## src/rtl/bht_resolve_unit_pkg.sv

```systemverilog
// Shared types and helpers for the branch-history resolve unit.
// The checkpoint entry is the record kept for each branch between IF1 lookup and EX resolve.
package bht_resolve_unit_pkg;

  localparam int BHR_WIDTH_DEF = 4;
  localparam int HIST_MAX      = 32;

  typedef struct packed {
    logic [31:0]              pc;
    logic [BHR_WIDTH_DEF-1:0] bhr;
    logic                     pred;
  } ckpt_t;

  // Shifts at the widest supported history width. Callers narrow the result to their own width.
  function automatic logic [HIST_MAX-1:0] shift_hist(input logic [HIST_MAX-1:0] h,
                                                     input logic                b);
    return {h[HIST_MAX-2:0], b};
  endfunction

endpackage

```

## src/rtl/bht_resolve_unit_ckpt_fifo.sv

```systemverilog
// Synchronous checkpoint FIFO with push, pop and clear. Clear has priority over push and pop.
// An extra wrap bit on each pointer separates the full state from the empty state.
module bht_ckpt_fifo #(
  parameter int DATA_W = 37,
  parameter int DEPTH  = 4
) (
  input  logic              clk,
  input  logic              rst,
  input  logic              push,
  input  logic              pop,
  input  logic              clear,
  input  logic [DATA_W-1:0] wdata,
  output logic [DATA_W-1:0] head,
  output logic              full,
  output logic              empty
);

  localparam int AW = $clog2(DEPTH);

  logic [DATA_W-1:0] mem [DEPTH];
  logic [AW:0]       wr_ptr;
  logic [AW:0]       rd_ptr;
  logic [AW:0]       count;

  assign count = wr_ptr - rd_ptr;
  assign full  = (count == (AW+1)'(DEPTH));
  assign empty = (wr_ptr == rd_ptr);
  assign head  = mem[rd_ptr[AW-1:0]];

  always_ff @(posedge clk or posedge rst) begin
    if (rst) begin
      wr_ptr <= '0;
      rd_ptr <= '0;
    end else if (clear) begin
      wr_ptr <= '0;
      rd_ptr <= '0;
    end else begin
      if (push && !full)
        wr_ptr <= wr_ptr + 1'b1;
      if (pop && !empty)
        rd_ptr <= rd_ptr + 1'b1;
    end
  end

  // Storage needs no reset; an entry is only read after it has been written.
  always_ff @(posedge clk) begin
    if (push && !full && !clear)
      mem[wr_ptr[AW-1:0]] <= wdata;
  end

endmodule

```

## src/rtl/bht_resolve_unit.sv

```systemverilog
// Tracks speculative and committed global history and checkpoints each in-flight prediction.
// At EX resolve it issues the PHT update, and on a mispredict or a flush it restores the history.
module bht_resolve_unit
  import bht_resolve_unit_pkg::*;
#(
  parameter int BHR_WIDTH = BHR_WIDTH_DEF,
  parameter int DEPTH     = 4
) (
  input  logic                 clk,
  input  logic                 rst,
  input  logic                 if1_valid,
  input  logic [31:0]          if1_pc,
  input  logic                 if1_pred,
  output logic                 if1_ready,
  output logic [BHR_WIDTH-1:0] fbhr,
  input  logic                 ex_valid,
  input  logic                 ex_taken,
  input  logic                 flush,
  output logic                 we,
  output logic                 branched,
  output logic [31:0]          ex_pc,
  output logic [BHR_WIDTH-1:0] wbhr,
  output logic                 mispredict
);

  typedef struct packed {
    logic [31:0]          pc;
    logic [BHR_WIDTH-1:0] bhr;
    logic                 pred;
  } entry_t;

  function automatic logic [BHR_WIDTH-1:0] hshift(input logic [BHR_WIDTH-1:0] h,
                                                  input logic                 b);
    return BHR_WIDTH'(shift_hist(HIST_MAX'(h), b));
  endfunction

  entry_t               head;
  entry_t               wentry;
  logic                 full;
  logic                 empty;
  logic                 resolve;
  logic                 mis;
  logic                 push;
  logic [BHR_WIDTH-1:0] cbhr;
  logic [BHR_WIDTH-1:0] cbhr_nxt;
  logic [BHR_WIDTH-1:0] fbhr_nxt;

  assign if1_ready = !full;
  assign resolve   = ex_valid && !empty;
  assign mis       = resolve && (ex_taken != head.pred);
  assign push      = if1_valid && !full && !mis && !flush;
  assign wentry    = '{pc: if1_pc, bhr: fbhr, pred: if1_pred};
  assign cbhr_nxt  = resolve ? hshift(cbhr, ex_taken) : cbhr;

  // When flush and mispredict coincide, the committed history wins because the redirect is external.
  always_comb begin
    fbhr_nxt = fbhr;
    if (flush)
      fbhr_nxt = cbhr_nxt;
    else if (mis)
      fbhr_nxt = hshift(head.bhr, ex_taken);
    else if (push)
      fbhr_nxt = hshift(fbhr, if1_pred);
  end

  bht_ckpt_fifo #(
    .DATA_W ($bits(entry_t)),
    .DEPTH  (DEPTH)
  ) u_fifo (
    .clk   (clk),
    .rst   (rst),
    .push  (push),
    .pop   (resolve),
    .clear (mis || flush),
    .wdata (wentry),
    .head  (head),
    .full  (full),
    .empty (empty)
  );

  always_ff @(posedge clk or posedge rst) begin
    if (rst) begin
      fbhr       <= '0;
      cbhr       <= '0;
      we         <= 1'b0;
      branched   <= 1'b0;
      ex_pc      <= '0;
      wbhr       <= '0;
      mispredict <= 1'b0;
    end else begin
      fbhr       <= fbhr_nxt;
      cbhr       <= cbhr_nxt;
      we         <= resolve;
      branched   <= resolve && ex_taken;
      mispredict <= mis;
      if (resolve) begin
        ex_pc <= head.pc;
        wbhr  <= head.bhr;
      end
    end
  end

endmodule
```

## config.mk

```make
export PLATFORM = sky130hd
export DESIGN_NAME = bht_resolve_unit
export DESIGN_NICKNAME = d
export VERILOG_FILES = /design/src/rtl/bht_resolve_unit_pkg.sv /design/src/rtl/bht_resolve_unit_ckpt_fifo.sv /design/src/rtl/bht_resolve_unit.sv
export SDC_FILE = /design/constraint.sdc
export NUM_CORES = 1
export LEC_CHECK = 0
export CAP_MARGIN = 20
export CORE_AREA = 2 2 121 123
export DETAILED_ROUTE_END_ITERATION = 8
export DIE_AREA = 0 0 123 125
export PLACE_DENSITY = 0.8
export SLEW_MARGIN = 20
export SYNTH_ARGS = -nofsm -noshare
export SYNTH_HDL_FRONTEND = slang
export SYNTH_SLANG_ARGS = --single-unit
```

## constraint.sdc

```tcl
create_clock -name clk -period 4.7 [get_ports clk]
set_input_delay 0.94 -clock clk [delete_from_list [all_inputs] [get_ports clk]]
set_output_delay 0.94 -clock clk [all_outputs]
set_load 0.02 [all_outputs]
```

==> impl_summary.md <==
STA
The count of final hold-check violations is 0. For the pin with the worst max-slew slack, the measured transition is approximately 1 ns. For this run, the top clock speed supported by timing is 289 MHz. Summed over all failing endpoints, the final setup total negative slack is 0 ns. The shortest clock period the worst path allows after layout is roughly 3.5 ns. The final worst-path setup slack is between 1 and 1.5 ns.

Setup violations remaining at the end of the flow were counted as 0. Of the available clock period, the critical path in the final layout requires approximately 74%. Setup repair after global routing left no endpoint under its margin. The number of pins with negative max-slew slack in the final report is 0. Clock skew on the completed layout was measured at between 0.009 and 0.01 ns. The post-route worst hold slack is 0.476 ns.

Measured against its own limit, the worst slew margin works out to about a third.

Pwr
The maximum vdd ir drop is between 0.0004 and 0.0005 V. The design draws between 5 and 6 mW. The power density of the placed cells is slightly above 600 nW/um^2. The cell leakage power is approximately 3.4 nW.

Placed design
During placement, the flow inserted port buffers numbering slightly above 80. The routability congestion estimate from global placement is just over 0.8. The placed wire-length estimate is slightly below 9000 um. The pre-CTS setup slack is about 1.3 ns.

Detailed routing
The via count is about 4000. For this run, design rule violations remaining after detail routing come to 0. For this block, the routed nets add up to roughly 15000 um of wire. The iteration count of the initial detailed-routing pass is 4. The number of nets with antenna violations after detailed routing is 0. The post-detailed-route wirelength per cell is between 20 and 25 um. The number of DRC markers after the initial detailed-route iteration is 350. The per-cell via count in the routed design is about 5.5.

Setup path
The worst path arrival time is roughly 2.5 ns. The worst register-to-register path has a setup slack of ~1.5 ns. The worst setup path is captured at an output pin.

The source of the worst register-to-register timing path is u_fifo.rd_ptr[1]. The kind of critical path is reg -> out. Measured in cells, the most critical reg-to-reg path has a length of 6. Data on the critical path is required at its endpoint by approximately 3.8 ns. The worst flop-to-flop path endpoint is u_fifo.mem[2][4]. The type of origin of the critical path is a flop. Along the worst path, the maximum fanout reaches 12.

Floorplan
The width of the die is ~120 um. The number of placed I/O pins is between 80 and 90. The die covers 15400 sq um. For this configuration, the core starts out at a cell density of ~54%. Row generation in the floorplan step produced 44 rows. In this run the vertical extent of the chip is between 100 and 150 um. The area of the core is between 10000 and 15000 sq um.

Yosys
The number of instances in the synthesized netlist is ~430. Yosys mapped the design onto 33 distinct sky130hd cell types. Synthesis produced a netlist with a net count of 479.

The share of synthesized registers carrying an async set or reset is a little over a quarter. Sorting the synthesized cells by area gives the leading types as sky130_fd_sc_hd__edfxtp_1 (58%), sky130_fd_sc_hd__dfrtp_1 (17%), sky130_fd_sc_hd__mux4_2 (11%). The post-synthesis average cell area is around 18 sq um. Sequential elements use between 70% and 80% of the synthesized area. sky130_fd_sc_hd__edfxtp_1 takes more of the synthesized area than any other cell. In this run, synthesis produced a sequential element count of roughly 200. The top-area cell type share of the netlist area is slightly below 60%. The most used flip-flop cell after synthesis is sky130_fd_sc_hd__edfxtp_1.

Yosys printed 0 warnings. The mapped netlist covers between 7000 and 8000 sq um. The synthesized design contains around 150 enable-type register cells.

Global route
The global-route wire length before repair is around 24000 um. For this run the aggregate overflow at the end of global routing stands at 0. The via count of the first global-routing pass was 4176.

The pin count of the biggest net entering global routing is 44. Global routing used 20.3% of the available tracks across all layers. The initial antenna violation count is 0.

Clocking
Clock-pin slew was measured on the worst setup and hold paths at around 0.06 ns. The cell sitting at the root of the clock tree is a sky130_fd_sc_hd__clkbuf_16. The post-CTS repair timing setup buffer count is 0. Counting the buffers created by CTS gives 21. The CTS tree is built.

The clock reaches the later pin of the worst-skew pair after approximately 0.49 ns. The sink count of the clock tree is around 200. Buffers inserted to repair hold after CTS numbered 0.

The total number of H-tree levels is 1. The maximum buffer depth of the clock tree is 3. The number of gates given a new drive strength after cts is 0.

Hold path
The worst hold path passes through 2 cells. The class of the most critical hold timing path is reg -> reg. The worst hold path begins at ex_pc[5]. The hold-critical path endpoint is ex_pc[5].

Finish
The number of antenna diodes in the final layout is 0. The fraction of final layout cells with drive strength greater than 1 is between 10% and 20%. The final net count is approximately 570. Relative to the synthesized area, the layout overhead comes to 22.7%.

Outcome
The run finished with clean final reports.

Job
The count of maximum capacitance violations is 0.
[cells by family after synthesis]
family	count (synthesis)	share of synthesized area [%]
buffers and inverters	23	1.34
adder cells (fa/ha/maj)	7	1.15
AO/OA/AOI/OAI	23	2.76
multiplexers	40	11.4
AND/OR/NAND/NOR	132	6.72
XOR/XNOR	7	1.15
flip-flops	201	75.4
[Yosys cell counts (2+ instances only)]
cell type                  count
sky130_fd_sc_hd__buf_2         7
sky130_fd_sc_hd__and2_1        4
sky130_fd_sc_hd__a21oi_1       9
sky130_fd_sc_hd__nand2_1     115
sky130_fd_sc_hd__mux2_4        2
sky130_fd_sc_hd__a21oi_2       3
sky130_fd_sc_hd__ha_1          7
sky130_fd_sc_hd__xor2_1        2
sky130_fd_sc_hd__inv_1         5
sky130_fd_sc_hd__o21ai_4       2
sky130_fd_sc_hd__a2bb2o_4      3
sky130_fd_sc_hd__edfxtp_1    148
sky130_fd_sc_hd__dfrtp_1      53
sky130_fd_sc_hd__buf_4         2
sky130_fd_sc_hd__clkbuf_1      5
sky130_fd_sc_hd__nor2_1        9
sky130_fd_sc_hd__xnor2_1       3
sky130_fd_sc_hd__mux4_2       37
sky130_fd_sc_hd__buf_1         3
[flip-flops by register name (all words and copies together), names as in the netlist]
register,count
wbhr,4
u_fifo.rd_ptr,3
u_fifo.wr_ptr,3
cbhr,4
u_fifo.mem,148
fbhr,4
we,1
mispredict,1
branched,1
ex_pc,32
[worst max-delay path, cell delays in order, from the launching register on]
cell and delay (ns):
sky130_fd_sc_hd__dfrtp_2 0.56, sky130_fd_sc_hd__ha_1 0.27, sky130_fd_sc_hd__nor2b_1 0.14, sky130_fd_sc_hd__xnor2_1 0.30, sky130_fd_sc_hd__or2_2 0.18, sky130_fd_sc_hd__clkdlybuf4s50_1 0.59
[layout make-up]
type / count / area (sq um)
Multi-Input combinational cell: 209 / 1790
Clock inverter: 12 / 166
Inverter: 6 / 22.5
Clock buffer: 25 / 551
Fill cell: 993 / 4820
Tap cell: 184 / 230
Timing Repair Buffer: 87 / 858
Sequential cell: 201 / 5770
[how the worst max path moves through the flow]
stage,start,end,slack (ns),depth (start not counted)
after floorplan,u_fifo.rd_ptr[1],u_fifo.mem[3][0],0.90,8
after global placement,flush,u_fifo.mem[3][7],1.38,5
after detailed placement,flush,u_fifo.mem[0][14],1.27,5
after CTS,u_fifo.rd_ptr[0],if1_ready,1.22,5
after global routing,u_fifo.rd_ptr[0],if1_ready,1.07,5
final,u_fifo.rd_ptr[0],if1_ready,1.24,5
[through the flow]
| step | util (%) | cell area [sq um] | std cells |
|---|---|---|---|
| after floorplan | - | 7650 | 433 |
| after global placement | 61.0 | 8670 | 687 |
| after detailed placement | 61.0 | 8670 | 687 |
| after CTS | 66.1 | 9390 | 724 |
| after global routing | 66.1 | 9390 | 724 |
| final | 66.1 | 9390 | 724 |
[layer usage]
| metal | global-route usage [%] | routed length (um) | vias up |
|---|---|---|---|
| met5 | 0 | 0 | - |
| met4 | 6.68 | 393 | 0 |
| met3 | 3.83 | 973 | 33 |
| met2 | 31.6 | 7150 | 150 |
| met1 | 29.4 | 6150 | 2037 |
| li1 | - | - | 1787 |
[cell usage in the layout, fill, tap and decap left out, types with 2 or more instances in the layout]
cell                                n
sky130_fd_sc_hd__a21oi_2            3
sky130_fd_sc_hd__clkbuf_16         21
sky130_fd_sc_hd__a2bb2o_4           3
sky130_fd_sc_hd__bufinv_16          4
sky130_fd_sc_hd__dfrtp_2            2
sky130_fd_sc_hd__buf_4              5
sky130_fd_sc_hd__a21oi_1            9
sky130_fd_sc_hd__ha_1               7
sky130_fd_sc_hd__inv_1              4
sky130_fd_sc_hd__nor2_1             8
sky130_fd_sc_hd__dfrtp_1           51
sky130_fd_sc_hd__clkbuf_1           3
sky130_fd_sc_hd__mux4_2            37
sky130_fd_sc_hd__inv_2              2
sky130_fd_sc_hd__clkdlybuf4s50_1   82
sky130_fd_sc_hd__clkinv_2           7
sky130_fd_sc_hd__nand2_1          115
sky130_fd_sc_hd__xnor2_1            3
sky130_fd_sc_hd__edfxtp_1         148
sky130_fd_sc_hd__mux2_4             2
sky130_fd_sc_hd__o21ai_4            2
sky130_fd_sc_hd__and2_2             3
sky130_fd_sc_hd__xor2_1             2
[where the power goes]
part	internal, mW	total, mW	switching (mW)
logic	0.745	1.62	0.879
clock network	1.06	1.72	0.656
registers	2.25	2.44	0.189
Note: power is estimated with default switching activity, not from simulation.
